`src/rtl/fano_sync_monitor.sv`:
```
// Per-channel sync monitor: counts decoder error events per window of decoded bits,
// drives the lock flag and requests resyncs. Optional statistics behind `FANO_SYNC_STAT_EN.
module fano_sync_monitor #(
  parameter int CNT_W          = 24,
  parameter int LOCK_WINDOWS   = 2,
  parameter int UNLOCK_WINDOWS = 3
) (
  input  logic             s_axi_aclk,
  input  logic             reset,
  input  logic             i_ctrl_reset,
  input  logic [CNT_W-1:0] i_sync_period,
  input  logic [CNT_W-1:0] i_sync_threshold,
  input  logic             i_bit_valid,
  input  logic             i_err,
  output logic             o_sync,
  output logic             o_resync,
  output logic             o_window_done,
  output logic [CNT_W-1:0] o_err_count
`ifdef FANO_SYNC_STAT_EN
  ,
  output logic [31:0]      o_lock_loss_cnt,
  output logic [31:0]      o_window_cnt
`endif
);

  localparam int LOCK_W   = (LOCK_WINDOWS   < 2) ? 1 : $clog2(LOCK_WINDOWS + 1);
  localparam int UNLOCK_W = (UNLOCK_WINDOWS < 2) ? 1 : $clog2(UNLOCK_WINDOWS + 1);

  typedef enum logic [1:0] {
    ST_IDLE,
    ST_SEARCH,
    ST_LOCKED
  } state_t;

  state_t             state_q, state_d;
  logic [CNT_W-1:0]   period_q, period_d;
  logic [CNT_W-1:0]   thr_q, thr_d;
  logic [CNT_W-1:0]   bit_cnt_q, bit_cnt_d;
  logic [CNT_W-1:0]   err_cnt_q, err_cnt_d;
  logic [LOCK_W-1:0]  good_run_q, good_run_d;
  logic [UNLOCK_W-1:0] bad_run_q, bad_run_d;
  logic               done_q, done_d;
  logic               resync_q, resync_d;
  logic [CNT_W-1:0]   err_count_q, err_count_d;
  logic [31:0]        lock_loss_q, lock_loss_d;
  logic [31:0]        window_cnt_q, window_cnt_d;

  logic               clear;
  logic [CNT_W-1:0]   err_final;
  logic               win_close;
  logic               win_good;

  assign clear = reset | i_ctrl_reset;

  // Error count including the current bit, so an error on the closing bit lands in its window.
  assign err_final = (i_bit_valid && i_err && (err_cnt_q != {CNT_W{1'b1}}))
                   ? err_cnt_q + CNT_W'(1) : err_cnt_q;
  assign win_close = (state_q != ST_IDLE) && (period_q != '0) && i_bit_valid
                   && (bit_cnt_q == period_q - CNT_W'(1));
  // Threshold 0 can never be beaten, so such windows are always bad.
  assign win_good  = (err_final < thr_q);

  // NOTE: every next-state signal gets its hold value first, so no path through the
  // case below leaves one unassigned and no latch is inferred.
  always_comb begin
    state_d      = state_q;
    period_d     = period_q;
    thr_d        = thr_q;
    bit_cnt_d    = bit_cnt_q;
    err_cnt_d    = err_cnt_q;
    good_run_d   = good_run_q;
    bad_run_d    = bad_run_q;
    done_d       = 1'b0;
    resync_d     = 1'b0;
    err_count_d  = err_count_q;
    lock_loss_d  = lock_loss_q;
    window_cnt_d = window_cnt_q;

    case (state_q)
      ST_IDLE: begin
        // Track the programmed values; the first window uses what is latched on exit.
        period_d  = i_sync_period;
        thr_d     = i_sync_threshold;
        bit_cnt_d = '0;
        err_cnt_d = '0;
        if (period_q != '0) begin
          state_d    = ST_SEARCH;
          good_run_d = '0;
          bad_run_d  = '0;
        end
      end

      ST_SEARCH, ST_LOCKED: begin
        if (period_q == '0) begin
          state_d    = ST_IDLE;
          bit_cnt_d  = '0;
          err_cnt_d  = '0;
          good_run_d = '0;
          bad_run_d  = '0;
        end else if (win_close) begin
          done_d       = 1'b1;
          err_count_d  = err_final;
          bit_cnt_d    = '0;
          err_cnt_d    = '0;
          period_d     = i_sync_period;
          thr_d        = i_sync_threshold;
          window_cnt_d = window_cnt_q + 32'd1;

          if (state_q == ST_SEARCH) begin
            if (win_good) begin
              bad_run_d = '0;
              if (good_run_q >= LOCK_W'(LOCK_WINDOWS - 1)) begin
                state_d    = ST_LOCKED;
                good_run_d = '0;
              end else begin
                good_run_d = good_run_q + LOCK_W'(1);
              end
            end else begin
              good_run_d = '0;
              resync_d   = 1'b1;
            end
          end else begin
            if (win_good) begin
              bad_run_d = '0;
            end else if (bad_run_q >= UNLOCK_W'(UNLOCK_WINDOWS - 1)) begin
              state_d    = ST_SEARCH;
              bad_run_d  = '0;
              good_run_d = '0;
              resync_d   = 1'b1;
              if (lock_loss_q != 32'hFFFF_FFFF) lock_loss_d = lock_loss_q + 32'd1;
            end else begin
              bad_run_d = bad_run_q + UNLOCK_W'(1);
            end
          end
        end else if (i_bit_valid) begin
          bit_cnt_d = bit_cnt_q + CNT_W'(1);
          err_cnt_d = err_final;
        end
      end

      default: state_d = ST_IDLE;
    endcase
  end

  // NOTE: sequential state uses non-blocking assignments only, so every register
  // samples the values computed in the previous cycle regardless of statement order.
  always_ff @(posedge s_axi_aclk) begin
    if (clear) begin
      state_q      <= ST_IDLE;
      period_q     <= '0;
      thr_q        <= '0;
      bit_cnt_q    <= '0;
      err_cnt_q    <= '0;
      good_run_q   <= '0;
      bad_run_q    <= '0;
      done_q       <= 1'b0;
      resync_q     <= 1'b0;
      err_count_q  <= '0;
      lock_loss_q  <= '0;
      window_cnt_q <= '0;
    end else begin
      state_q      <= state_d;
      period_q     <= period_d;
      thr_q        <= thr_d;
      bit_cnt_q    <= bit_cnt_d;
      err_cnt_q    <= err_cnt_d;
      good_run_q   <= good_run_d;
      bad_run_q    <= bad_run_d;
      done_q       <= done_d;
      resync_q     <= resync_d;
      err_count_q  <= err_count_d;
      lock_loss_q  <= lock_loss_d;
      window_cnt_q <= window_cnt_d;
    end
  end

  assign o_sync        = (state_q == ST_LOCKED);
  assign o_resync      = resync_q;
  assign o_window_done = done_q;
  assign o_err_count   = err_count_q;

`ifdef FANO_SYNC_STAT_EN
  assign o_lock_loss_cnt = lock_loss_q;
  assign o_window_cnt    = window_cnt_q;
`else
  // Statistics are compiled out; the counters have no reader and are trimmed.
  logic unused_stat;
  assign unused_stat = ^{lock_loss_q, window_cnt_q};
`endif

endmodule

```
`config.mk`:
```
export PLATFORM = sky130hd
export DESIGN_NAME = fano_sync_monitor
export DESIGN_NICKNAME = d
export VERILOG_FILES = /design/src/rtl/fano_sync_monitor.sv
export SDC_FILE = /design/constraint.sdc
export NUM_CORES = 1
export LEC_CHECK = 0
export ABC_AREA = 1
export CELL_PAD_IN_SITES_DETAIL_PLACEMENT = 0
export CELL_PAD_IN_SITES_GLOBAL_PLACEMENT = 1
export CORE_MARGIN = 10
export CORE_UTILIZATION = 44
export DETAILED_ROUTE_END_ITERATION = 6
export PLACE_DENSITY = 0.89
export SYNTH_ARGS = -nofsm -noshare
export SYNTH_HDL_FRONTEND = slang
export SYNTH_SLANG_ARGS = --single-unit
```
`constraint.sdc`:
```
create_clock -name s_axi_aclk -period 9.18 [get_ports s_axi_aclk]
set_clock_uncertainty 0.15 [all_clocks]
set_input_delay 1.836 -clock s_axi_aclk [delete_from_list [all_inputs] [get_ports s_axi_aclk]]
set_output_delay 1.836 -clock s_axi_aclk [all_outputs]
set_load 0.01 [all_outputs]
```
==> metrics.log <==
[metrics] Cells after DPL: 1,285
[metrics] transition time at the pin with the least slew margin: 1050 ps
[metrics] number of global-route vias before repair: 6,356
[metrics] kind of end point of the critical path: flip-flop
[metrics] net count of the finished layout: 1,174
[metrics] final cell count without fillers: 1,317
[metrics] leakage: 3.53 nW
[metrics] endpoint of the worst-slack reg-to-reg timing path: bad_run_q[0]$_SDFFE_PP0P_
[metrics] clk_lat worst skew: 420 ps
[metrics] clock group share of total power: 0.294
[metrics] combinational share of power: 0.390
[metrics] count of input and output buffers: 79
[metrics] max-slew violation total from the final report: 0
[metrics] Tmin final: 5430 ps
[metrics] core area: 16,000 sq um
[metrics] post-cts sizing count: 0
[metrics] Chip Height: 148 um
[metrics] Reg-to-Reg Start: err_cnt_q[0]$_SDFFE_PP0P_
[metrics] required time at the endpoint of the critical path: 9340 ps
[metrics] netlist area before placement: 7260 sq um
[metrics] cell-internal power: 1.22 mW
[metrics] fraction of layout instances using a drive strength above 1: 0.0718
[metrics] PD cells: 240 nW/um^2
[metrics] hold_ws: 311 ps
[metrics] hold-critical path depth: 2
[metrics] final standard cell utilization of the core: 0.541
[metrics] total via count in the routed design: 6,462
[metrics] hold path startpoint: good_run_q[0]$_SDFFE_PP0P_
[metrics] number of hold violations in the final report: 0
[metrics] setup TNS: 0 ps
[metrics] class of the most critical hold timing path: reg2reg
[metrics] number of vias per cell after detailed routing: 4.91
[metrics] most numerous cell on the critical path: sky130_fd_sc_hd__nor2_1
[metrics] maximum vdd ir drop: 0.175 mV
[metrics] detailed-route DRC error count: 0
[metrics] count of yosys warnings during synthesis: 0
[metrics] cell breakdown of the critical path: clkdlybuf4s50_1, nand2_1, inv_1, nand2_2, inv_2, nand4_1, nor2_1, nand3_1, nor2_1, nand3_1, nor2_1, xor2_1, ha_1, nand2_1, nor2_1, nand4_1, a21oi_1, a211oi_1, nand2_1, nand2_1, nand4_1, o21ai_0, nor2_1
[metrics] highest-count cells in the layout ignoring fill and taps: 192 x sky130_fd_sc_hd__nand2_1, 146 x sky130_fd_sc_hd__inv_1, 128 x sky130_fd_sc_hd__dfxtp_1
[metrics] highest attainable clock frequency: 0.184 GHz
[metrics] standard cell with the maximum stage delay on the critical path: sky130_fd_sc_hd__clkdlybuf4s50_1
[metrics] final worst-path cycle share: 0.592
[metrics] critical path fanouts, max: 8
[metrics] cell depth of the worst flop-to-flop path: 26
[metrics] buffer and inverter count on the worst path: 3
[metrics] number of search-and-repair iterations in the first detailed-routing pass: 5
[metrics] number of H-tree levels: 4
[metrics] wire length per cell after detailed routing: 14.2 um
[metrics] run status: finished, final reports clean
[metrics] crit path DAT: 5590 ps
[metrics] number of library cell types mapped by synthesis: 45
[metrics] violation count after the first detailed-route iteration: 441
[metrics] count of endpoints failing setup in the final report: 0
[metrics] critical path class: in2reg
[metrics] clock tree sinks: 128
[metrics] initial antenna violation count: 0
[metrics] residual overflow from global routing: 0
[metrics] EDFF count, synth: 0
[metrics] family of cells with the greatest summed delay on the critical path: simple AND/OR/NAND/NOR gates
[metrics] row count: 46
[metrics] startpoint types: input pin
[metrics] floorplan die width: 148 um
[metrics] hpwl dp: 14.0 mm
[metrics] WHS Endpoint: good_run_q[0]$_SDFFE_PP0P_
[metrics] wire length reported by the detailed router: 18.7 mm
[metrics] largest net degree at the start of global routing: 75
[metrics] Final Worst Setup Slack: 3750 ps
[metrics] maximum capacitance violations: 0
[metrics] switching share of power: 0.413
[metrics] register bit total from synthesis: 128
[metrics] share of synthesized registers carrying an async set or reset: 0
[metrics] switching power: 0.859 mW
[metrics] clock tree buffer depth: 2
[metrics] CTS tree: done
[metrics] worst reg2reg setup slack: 4990 ps
[metrics] count of antenna diodes in the layout: 0
[metrics] I/O pin total: 80
[metrics] starting density of the core: 0.454
[metrics] hold buffers post-CTS: 0
[metrics] part of the Yosys area used for sequential elements: 0.353
[metrics] Slew HR: 0.297
[metrics] primary flip-flop cell chosen by synthesis mapping: sky130_fd_sc_hd__dfxtp_1
[metrics] Layout Area Growth over Synthesis: 19.3%
[metrics] cell count after synthesis: 1,022
[metrics] total die area: 22,000 sq um
[metrics] most common cell after layout, fill and taps aside: sky130_fd_sc_hd__nand2_1
[metrics] worst slack, placed: 3390 ps
[metrics] overall global routing resource usage: 0.175
[metrics] Inserted Clock Buffers: 17
[metrics] clock-pin transition on the worst setup and hold timing paths: 60 ps
[metrics] clock tree root driver cell: sky130_fd_sc_hd__clkbuf_16
[metrics] Mapped Avg Cell Area: 7.10 sq um
[metrics] Final Wtd Congestion: 0.872
[metrics] number of setup buffers added after CTS: 0
[metrics] post-synthesis net count: 1,108
[metrics] first-pass GRT wire length: 31.5 mm
[metrics] post-route antenna net violation count: 0
[metrics] sequential cell fraction of total power: 0.316
[metrics] RSZ-0062 raised after global routing: false
[metrics] Largest stage delay, worst path: 500 ps
registers in the layout, summed over array words and instances (netlist names):
| name | count |
|---|---|
| o_err_count | 24 |
| good_run_q | 2 |
| period_q | 24 |
| state_q | 2 |
| bit_cnt_q | 24 |
| o_resync | 1 |
| err_cnt_q | 24 |
| bad_run_q | 2 |
| thr_q | 24 |
| o_window_done | 1 |
how the worst max path moves through the flow:
stage | from | end | slack (ps) | cells after the start
after floorplan | i_err | bad_run_q[0]$_SDFFE_PP0P_ | 4510 | 22
final | i_bit_valid | bad_run_q[0]$_SDFFE_PP0P_ | 3750 | 23
after global routing | i_bit_valid | bad_run_q[0]$_SDFFE_PP0P_ | 3310 | 23
after CTS | i_bit_valid | bad_run_q[0]$_SDFFE_PP0P_ | 3790 | 23
after detailed placement | i_bit_valid | bad_run_q[0]$_SDFFE_PP0P_ | 3390 | 23
after global placement | i_bit_valid | bad_run_q[0]$_SDFFE_PP0P_ | 3570 | 23
worst register-to-register path, cell delays in order, from the launching register on:
cell	delay, ps
sky130_fd_sc_hd__dfxtp_1	350
sky130_fd_sc_hd__ha_1	210
sky130_fd_sc_hd__inv_1	70
sky130_fd_sc_hd__nor2_1	70
sky130_fd_sc_hd__nand2_1	70
sky130_fd_sc_hd__nor2_1	40
sky130_fd_sc_hd__nand2_1	90
sky130_fd_sc_hd__nand2_2	110
sky130_fd_sc_hd__inv_2	140
sky130_fd_sc_hd__nand4_1	130
sky130_fd_sc_hd__nor2_1	200
sky130_fd_sc_hd__nand3_1	130
sky130_fd_sc_hd__nor2_1	160
sky130_fd_sc_hd__nand3_1	110
sky130_fd_sc_hd__nor2_1	140
sky130_fd_sc_hd__xor2_1	270
sky130_fd_sc_hd__ha_1	300
sky130_fd_sc_hd__nand2_1	80
sky130_fd_sc_hd__nor2_1	50
sky130_fd_sc_hd__nand4_1	100
sky130_fd_sc_hd__a21oi_1	70
sky130_fd_sc_hd__a211oi_1	290
sky130_fd_sc_hd__nand2_1	210
sky130_fd_sc_hd__nand2_1	120
sky130_fd_sc_hd__nand4_1	150
sky130_fd_sc_hd__o21ai_0	220
sky130_fd_sc_hd__nor2_1	60
logic make-up (layout without fill, tap and decap cells):
group / Yosys count / in the layout / share of synthesized area
flops: 128 / 128 / 0.353
simple gates: 406 / 406 / 0.256
fa+ha+maj: 33 / 33 / 0.0569
xor+xnor: 58 / 58 / 0.0750
buf+inv: 186 / 265 / 0.108
compound gates: 211 / 211 / 0.151
stage by stage:
stage               cell area (sq um)  total power, mW
CTS                              8660             2.09
global route                     8660             2.25
finish                           8660             2.08
floorplan                        7260             1.37
detailed placement               8130             1.48
global placement                 8130             1.47
routing by layer:
metal / wire (um) / vias to the layer above / track usage / part of all wire
li1: - / 3404 / - / -
met1: 9400 / 2911 / 0.232 / 0.50
met2: 8350 / 128 / 0.275 / 0.45
met3: 748 / 19 / 0.0440 / 0.040
met4: 230 / 0 / 0.0476 / 0.012
met5: 0 / - / 0 / 0
final cells by class:
type,instances,area [sq um]
fillers,1618,7340
flip-flops and latches,128,2560
repair buffers,81,806
well taps,216,270
inverters,152,572
clock buffers,20,447
clock inverters,12,87.6
multi-input cells,708,3920
cells in the mapped netlist (5+ instances only):
| master | count | share of area |
|---|---|---|
| sky130_fd_sc_hd__buf_2 | 7 | 0.0048 |
| sky130_fd_sc_hd__xnor2_1 | 22 | 0.027 |
| sky130_fd_sc_hd__nand2_2 | 10 | 0.0086 |
| sky130_fd_sc_hd__o21ai_0 | 72 | 0.050 |
| sky130_fd_sc_hd__a21oi_1 | 115 | 0.079 |
| sky130_fd_sc_hd__nor3_1 | 13 | 0.0090 |
| sky130_fd_sc_hd__ha_1 | 33 | 0.057 |
| sky130_fd_sc_hd__dfxtp_1 | 128 | 0.35 |
| sky130_fd_sc_hd__nand3_1 | 34 | 0.023 |
| sky130_fd_sc_hd__nand3b_1 | 5 | 0.0052 |
| sky130_fd_sc_hd__nor2_4 | 8 | 0.012 |
| sky130_fd_sc_hd__o21ai_1 | 10 | 0.0069 |
| sky130_fd_sc_hd__clkbuf_1 | 14 | 0.0072 |
| sky130_fd_sc_hd__buf_6 | 10 | 0.016 |
| sky130_fd_sc_hd__nand4_1 | 13 | 0.011 |
| sky130_fd_sc_hd__inv_1 | 146 | 0.075 |
| sky130_fd_sc_hd__nand2_1 | 192 | 0.099 |
| sky130_fd_sc_hd__nor2_1 | 101 | 0.052 |
| sky130_fd_sc_hd__xor2_1 | 33 | 0.040 |
| sky130_fd_sc_hd__nor2_2 | 7 | 0.0060 |
| sky130_fd_sc_hd__nand3_2 | 5 | 0.0069 |
power by group through the flow:
| stage | registers [mW] | logic, mW | clock network, mW |
|---|---|---|---|
| 3_3_place_gp | 0.667 | 0.805 | 0 |
| 5_1_grt | 0.664 | 0.930 | 0.651 |
| 3_5_place_dp | 0.667 | 0.810 | 0 |
| 4_1_cts | 0.656 | 0.814 | 0.622 |
| 2_1_floorplan | 0.654 | 0.714 | 0 |
| 6_report | 0.657 | 0.810 | 0.612 |
Power figures use the tool's default switching activity.
